[src/rtl/clk_dncnt_timer_if.sv]
// clk_dncnt_timer_if: control/status bundle for the down-counting timer.
//   start, stop      : command levels (stop wins over start)
//   load_val         : start/reload value, captured on an accepted start
//   prescale         : tick period minus one, captured on an accepted start
//   reload_en        : auto-reload select, sampled at each terminal event
//   cnt, tc, busy    : registered count, terminal-count pulse, run flag
// master = the side issuing commands, slave = the timer.
interface clk_dncnt_timer_if #(
    parameter int WIDTH = 8,
    parameter int PRE_W = 4
);
    logic             start;
    logic             stop;
    logic [WIDTH-1:0] load_val;
    logic [PRE_W-1:0] prescale;
    logic             reload_en;
    logic [WIDTH-1:0] cnt;
    logic             tc;
    logic             busy;

    modport master (
        output start, stop, load_val, prescale, reload_en,
        input  cnt, tc, busy
    );

    modport slave (
        input  start, stop, load_val, prescale, reload_en,
        output cnt, tc, busy
    );
endinterface

[src/rtl/clk_dncnt_timer.sv]
// fa: one-bit full-adder cell.
//   a, b, ci : addends and carry in
//   s, co    : sum and carry out
module fa (
    input  logic a,
    input  logic b,
    input  logic ci,
    output logic s,
    output logic co
);
    assign s  = a ^ b ^ ci;
    assign co = (a & b) | (ci & (a ^ b));
endmodule

// clk_dncnt_timer: programmable down-counter with prescaler, terminal-count
// pulse and optional auto-reload.
//   clk   : rising-edge clock
//   reset : synchronous, active-high
//   bus   : command/status bundle (slave side)
module clk_dncnt_timer #(
    parameter int WIDTH = 8,
    parameter int PRE_W = 4
) (
    input  logic              clk,
    input  logic              reset,
    clk_dncnt_timer_if.slave  bus
);
    typedef enum logic {IDLE, RUN} state_t;

    state_t           state, state_n;
    logic [WIDTH-1:0] cnt_q, cnt_n;
    logic [WIDTH-1:0] rld_q, rld_n;
    logic [PRE_W-1:0] pre_q, pre_n;
    logic [PRE_W-1:0] pscl_q, pscl_n;
    logic             tc_q, tc_n;

    // Decrement as cnt + all-ones through a ripple of fa cells. The MSB
    // carry-out is 1 for any nonzero cnt, so it doubles as a nonzero flag.
    logic [WIDTH-1:0] dec;
    logic [WIDTH:0]   carry;
    logic             co_msb;

    assign carry[0] = 1'b0;

    fa u_fa [WIDTH-1:0] (
        .a  (cnt_q),
        .b  ({WIDTH{1'b1}}),
        .ci (carry[WIDTH-1:0]),
        .s  (dec),
        .co (carry[WIDTH:1])
    );

    assign co_msb = carry[WIDTH];

    always_ff @(posedge clk) begin
        if (reset) begin
            state  <= IDLE;
            cnt_q  <= '0;
            rld_q  <= '0;
            pre_q  <= '0;
            pscl_q <= '0;
            tc_q   <= 1'b0;
        end else begin
            state  <= state_n;
            cnt_q  <= cnt_n;
            rld_q  <= rld_n;
            pre_q  <= pre_n;
            pscl_q <= pscl_n;
            tc_q   <= tc_n;
        end
    end

    always_comb begin
        state_n = state;
        cnt_n   = cnt_q;
        rld_n   = rld_q;
        pre_n   = pre_q;
        pscl_n  = pscl_q;
        tc_n    = 1'b0;

        // A start from RUN behaves exactly like a start from IDLE, so both
        // states share the load path; stop has already been ruled out.
        if (bus.start && !bus.stop) begin
            if (bus.load_val != '0) begin
                cnt_n   = bus.load_val;
                rld_n   = bus.load_val;
                pre_n   = bus.prescale;
                pscl_n  = bus.prescale;
                state_n = RUN;
            end else begin
                cnt_n   = '0;
                state_n = IDLE;
            end
        end else if (state == RUN) begin
            if (bus.stop) begin
                state_n = IDLE;
            end else if (pre_q != '0) begin
                pre_n = pre_q - PRE_W'(1);
            end else begin
                pre_n = pscl_q;
                if (cnt_q != WIDTH'(1)) begin
                    cnt_n = dec;
                end else begin
                    tc_n = 1'b1;
                    if (bus.reload_en) begin
                        cnt_n = rld_q;
                    end else begin
                        cnt_n   = dec;
                        state_n = IDLE;
                    end
                end
            end
        end
    end

    // RUN is only ever entered with a nonzero count and left on reaching
    // zero, so a zero count inside RUN means the control logic is broken.
    always_ff @(posedge clk) begin
        if (!reset && state == RUN) begin
            assert (co_msb);
        end
    end

    assign bus.cnt  = cnt_q;
    assign bus.tc   = tc_q;
    assign bus.busy = (state == RUN);
endmodule
[src/flat_wrapper.sv]
// flat-port wrapper written by rule: the top's interface ports become plain ports
module clk_dncnt_timer_flat 
#(
    parameter int WIDTH = 8,
    parameter int PRE_W = 4
)
  (clk, reset, bus_start, bus_stop, bus_load_val, bus_prescale, bus_reload_en, bus_cnt, bus_tc, bus_busy);
  clk_dncnt_timer_if #(.WIDTH(WIDTH), .PRE_W(PRE_W)) bus_i ();
  input  logic clk;
  input  logic reset;
  input wire logic [$bits(bus_i.start)-1:0] bus_start;
  input wire logic [$bits(bus_i.stop)-1:0] bus_stop;
  input wire logic [$bits(bus_i.load_val)-1:0] bus_load_val;
  input wire logic [$bits(bus_i.prescale)-1:0] bus_prescale;
  input wire logic [$bits(bus_i.reload_en)-1:0] bus_reload_en;
  output wire logic [$bits(bus_i.cnt)-1:0] bus_cnt;
  output wire logic [$bits(bus_i.tc)-1:0] bus_tc;
  output wire logic [$bits(bus_i.busy)-1:0] bus_busy;
  assign bus_i.start = bus_start;
  assign bus_i.stop = bus_stop;
  assign bus_i.load_val = bus_load_val;
  assign bus_i.prescale = bus_prescale;
  assign bus_i.reload_en = bus_reload_en;
  assign bus_cnt = bus_i.cnt;
  assign bus_tc = bus_i.tc;
  assign bus_busy = bus_i.busy;
  clk_dncnt_timer #(.WIDTH(WIDTH), .PRE_W(PRE_W)) u_core (.clk(clk), .reset(reset), .bus(bus_i));
endmodule
[config.mk]
export PLATFORM = sky130hd
export DESIGN_NAME = clk_dncnt_timer_flat
export DESIGN_NICKNAME = d
export VERILOG_FILES = /design/src/rtl/clk_dncnt_timer_if.sv /design/src/rtl/clk_dncnt_timer.sv /design/src/flat_wrapper.sv
export SDC_FILE = /design/constraint.sdc
export NUM_CORES = 1
export LEC_CHECK = 0
export ABC_AREA = 1
export CAP_MARGIN = 30
export CELL_PAD_IN_SITES_DETAIL_PLACEMENT = 1
export CELL_PAD_IN_SITES_GLOBAL_PLACEMENT = 1
export CORE_MARGIN = 2
export CORE_UTILIZATION = 30
export CTS_CLUSTER_DIAMETER = 30
export DETAILED_ROUTE_END_ITERATION = 8
export GPL_TIMING_DRIVEN = 0
export PLACE_DENSITY_LB_ADDON = 0.1
export SLEW_MARGIN = 25
export SYNTH_ARGS = -nofsm -noshare
export SYNTH_HDL_FRONTEND = slang
export SYNTH_SLANG_ARGS = --single-unit
[constraint.sdc]
create_clock -name clk -period 2.2 [get_ports clk]
set_input_delay 0.44 -clock clk [delete_from_list [all_inputs] [get_ports clk]]
set_output_delay 0.44 -clock clk [all_outputs]
set_load 0.01 [all_outputs]
==> run summary <==
Summing all flip-flop and latch instances after layout gives 526 um2. The library cell appearing most often on the critical path was ha_2. The worst register-to-register path has a depth of 12. The final-report hold violation count is 0, and the top cell type's share of synthesized area is 30.1%.

The critical path crosses 12 cells after its start point. In the final layout, the multi-input gates occupy 0.00102 mm2. TritonCTS built the clock tree.

For the maximum number of pins on one net before global-route repair, the log shows 15. The terminus of the critical flop-to-flop path was u_core.bus.cnt[6]. In this run the cell area measured after placement is 0.00207 mm2. Main combinational cell family by area after synthesis: simple AND/OR/NAND/NOR gates. The mean instance size in the synthesized netlist came out at 6.73 um2.

Detailed routing inserted a total of 1,697 vias. The sequential share of the synthesized area was 30.1%; the worst-case register-to-register setup slack was 0.13 ns. The area growth from synthesis to layout is 26.2%. The residual overflow from global routing was 0.

The class of the tightest hold or removal check was in2reg. The buffering stage count on the worst path with inverters included is 1. When the netlist entered floorplanning its net count stood at 282. In the layout the commonest cells are 56 x nand2_1, 28 x nor2_1, 25 x clkdlybuf4s50_1. The wire length of the first global-routing pass is 8330 um, and the clock latency on the worst-skew pair is 0.27 ns. In this run the worst setup path terminates at u_core.bus.cnt[6]. Setup repair after global routing left no endpoint under its margin. Summing all non-filler instances in the final layout gives an area of 0.00218 mm2. Row generation in the floorplan step produced 27 rows. The number of H-tree levels is 1. At the end of routability-driven placement, the weighted congestion stood at 0.824. The critical path starts at u_core.bus.cnt[1].

The y dimension of the die works out to 79.9 um. The highest net fanout along the worst path is 2. By startpoint and endpoint, the worst setup path is classified as reg2reg. Clock tree synthesis inserted a total of 3 buffers. The via count of the first global-routing pass came out at 1,726. Master of the slowest instance on the critical path: dfxtp_2. Half-perimeter wire length after placement: 3810 um.

On the worst path, the slowest cell contributes a delay of 0.34 ns. The I/O pin total is 27. The initial cell density of the core is 31.2%, and the flip-flop and latch count after synthesis is 26.

The portion of netlist area occupied by mux cells is 0%. The run gives 4 as the number of detailed-route iterations in the first pass. In the final routed layout, each cell accounts on average for 13.7 um. For this design, the sink count on the clock tree is 26. After Yosys synthesis, XOR and XNOR cells account for 0.506% of the synthesized area. STA classifies the critical path endpoint as a register. The final clock skew is 0.00396 ns, and the aggregate routed wire length is 4940 um. By area the synthesized netlist is led by dfxtp_1 30%, nand2_1 12%, nor2_1 6.1%.

The flow ran to the end, and the final reports show no timing, DRC or antenna violations. The most frequent standard cell in the layout excluding fill and tap cells was nand2_1. For the global routing usage summed across all routing layers, the log shows 16.7%. The die is 79.9 um wide. Fill cells in the final layout number 726. The adder-cell area share of the yosys netlist was 5.78%.

Max-cap violations in this run came to 0. The die area is 0.00639 mm2, and the number of nets in the layout is 314. The ratio of routed vias to standard cells was 4.71.

Traced cell by cell, the critical path runs through inv_1 -> ha_2 -> ha_2 -> ha_2 -> ha_2 -> ha_4 -> ha_4 -> o21ai_2 -> nand3_1 -> nand3_1 -> nand2_1 -> a21oi_1. Measured on the finished design, the core utilization comes to 39.4%. The area fraction in compound gates after synthesis was 16.0%; the number of antenna diodes was 0. In the final layout, the share of cells above drive strength 1 is 18.1%. Synthesis produced a netlist whose cell count is 257.

Of all cell types, the one taking the most synthesized area is dfxtp_1. The peak supply drop is 266 uV, and the clock slew at the register clock pins of the worst setup and hold paths is 0.09 ns. The total setup violations reported at the end of the flow came out at 0. The logs give 0 for the DRC violation count after routing and 483 MHz for the achievable frequency. The count of port buffers added during placement is 25, and the minimum clock period is 2.07 ns.

At the worst endpoint, the required time is 2.41 ns. The number of antenna violations at the first check in global routing is 0, and the cell area power density is 598 mW/mm2. Counting along the longest clock path gives a buffer depth of 2. The cell family contributing the most delay on the critical path is adder cells. The logs give 45 for the violation count after the first detailed-route iteration and 0.00554 mm2 for the area of the core region. The max-slew headroom at the worst pin was 78.1%; the number of warnings reported in the yosys synthesis log was 0. Number of different library cells in the post-synthesis netlist: 24.

The run gives 0 as the number of nets with antenna violations after detailed routing. After Yosys synthesis, and, or, nand and nor cells account for 34.4% of the synthesized area. The fraction of the cycle the final worst path needs came out at 94.1%. The leakage power of the design is 0.000977 uW, and the arrival time at the worst endpoint is 2.28 ns.

The startpoint of the most critical register-to-register path is u_core.bus.cnt[1]. The worst setup path is launched from a register. The actual transition at the worst max-transition pin works out to 0.328 ns. The cell area after synthesis was 0.00173 mm2; the max-slew violation count was 0. The root buffer cell is clkbuf_8.
## area by class of cell
type / instances / share of cell area (%)
plain buffers: 15 / 5.33
clock buffers: 4 / 2.52
inverters: 30 / 5.15
multi-input cells: 186 / 46.7
flip-flops and latches: 26 / 24.1
well taps: 72 / 4.12
repair buffers: 27 / 12.1
## per-layer routing
layer  GRT usage [%]  up-vias  routed length (um)  part of all wire [%]
li1                -      875                   -                     -
met1            21.6      797                2380                    48
met2            29.3       20                2400                    49
met3            2.15        5                 109                   2.2
met4            4.07        0                  48                  0.97
met5               0        -                   0                     0
## synth_stat cells
cell type  number
nand2_1        56
nor2_1         28
dfxtp_1        26
inv_1          24
nand3_1        19
o21ai_1        19
a21oi_1        18
o21ai_0        12
buf_4           9
ha_1            8
nor2_2          8
inv_2           6
or2_1           6
buf_2           3
buf_6           3
a21boi_1        2
nand2_4         2
nor2_8          2
nand2_2         1
nand4_2         1
nor2_4          1
nor3_1          1
o21ai_4         1
xnor2_1         1
## cells by family (layout without fill, tap and decap cells)
logic type,after synthesis,in the layout
fa+ha+maj,8,8
flops,26,26
simple gates,125,125
compound gates,52,52
buf+inv,45,76
xor+xnor,1,1
## registers in the layout, indices dropped and copies added, names as in the netlist
signal and count:
u_core.rld_q 8, u_core.bus.tc 1, u_core.pscl_q 4, u_core.bus.busy 1
u_core.bus.cnt 8, u_core.pre_q 4
## power by group
group	internal (uW)	switching, uW	leakage, uW
Combinational	207	246	0.000733
Clock	160	161	0.0000288
Sequential	504	27.4	0.000215
Total	872	434	0.000977
## through the flow
stage / std cells / setup TNS, ns / hold WS (ns) / power [uW] / setup slack [ns]
global route: 360 / 0 / 0.457 / 1420 / 0.0170
finish: 360 / 0 / 0.449 / 1310 / 0.129
floorplan: 257 / 0 / 0.430 / 821 / 0.160
CTS: 360 / 0 / 0.444 / 1310 / 0.0105
detailed placement: 354 / -0.136 / 0.446 / 967 / -0.136
global placement: 354 / -0.0951 / 0.445 / 962 / -0.0951
## how the worst min path moves through the flow
stage / start / end / depth (start not counted)
4_1_cts: reset / u_core.bus.cnt[7] / 2
3_3_place_gp: u_core.pscl_q[0] / u_core.pscl_q[0] / 2
3_5_place_dp: u_core.pscl_q[1] / u_core.pscl_q[1] / 2
2_1_floorplan: u_core.pscl_q[0] / u_core.pscl_q[0] / 2
5_1_grt: reset / u_core.bus.cnt[7] / 2
6_report: reset / u_core.bus.cnt[7] / 2
## what timing repair did
action / 4_1_cts / 5_1_grt
setup endpoints to repair: 1 / 1
pin swaps: 0 / 5
hold buffers: 0 / 0
gates resized for setup: 4 / 7
setup buffers: 2 / 0
No activity file was read; power rests on OpenSTA's default activity.
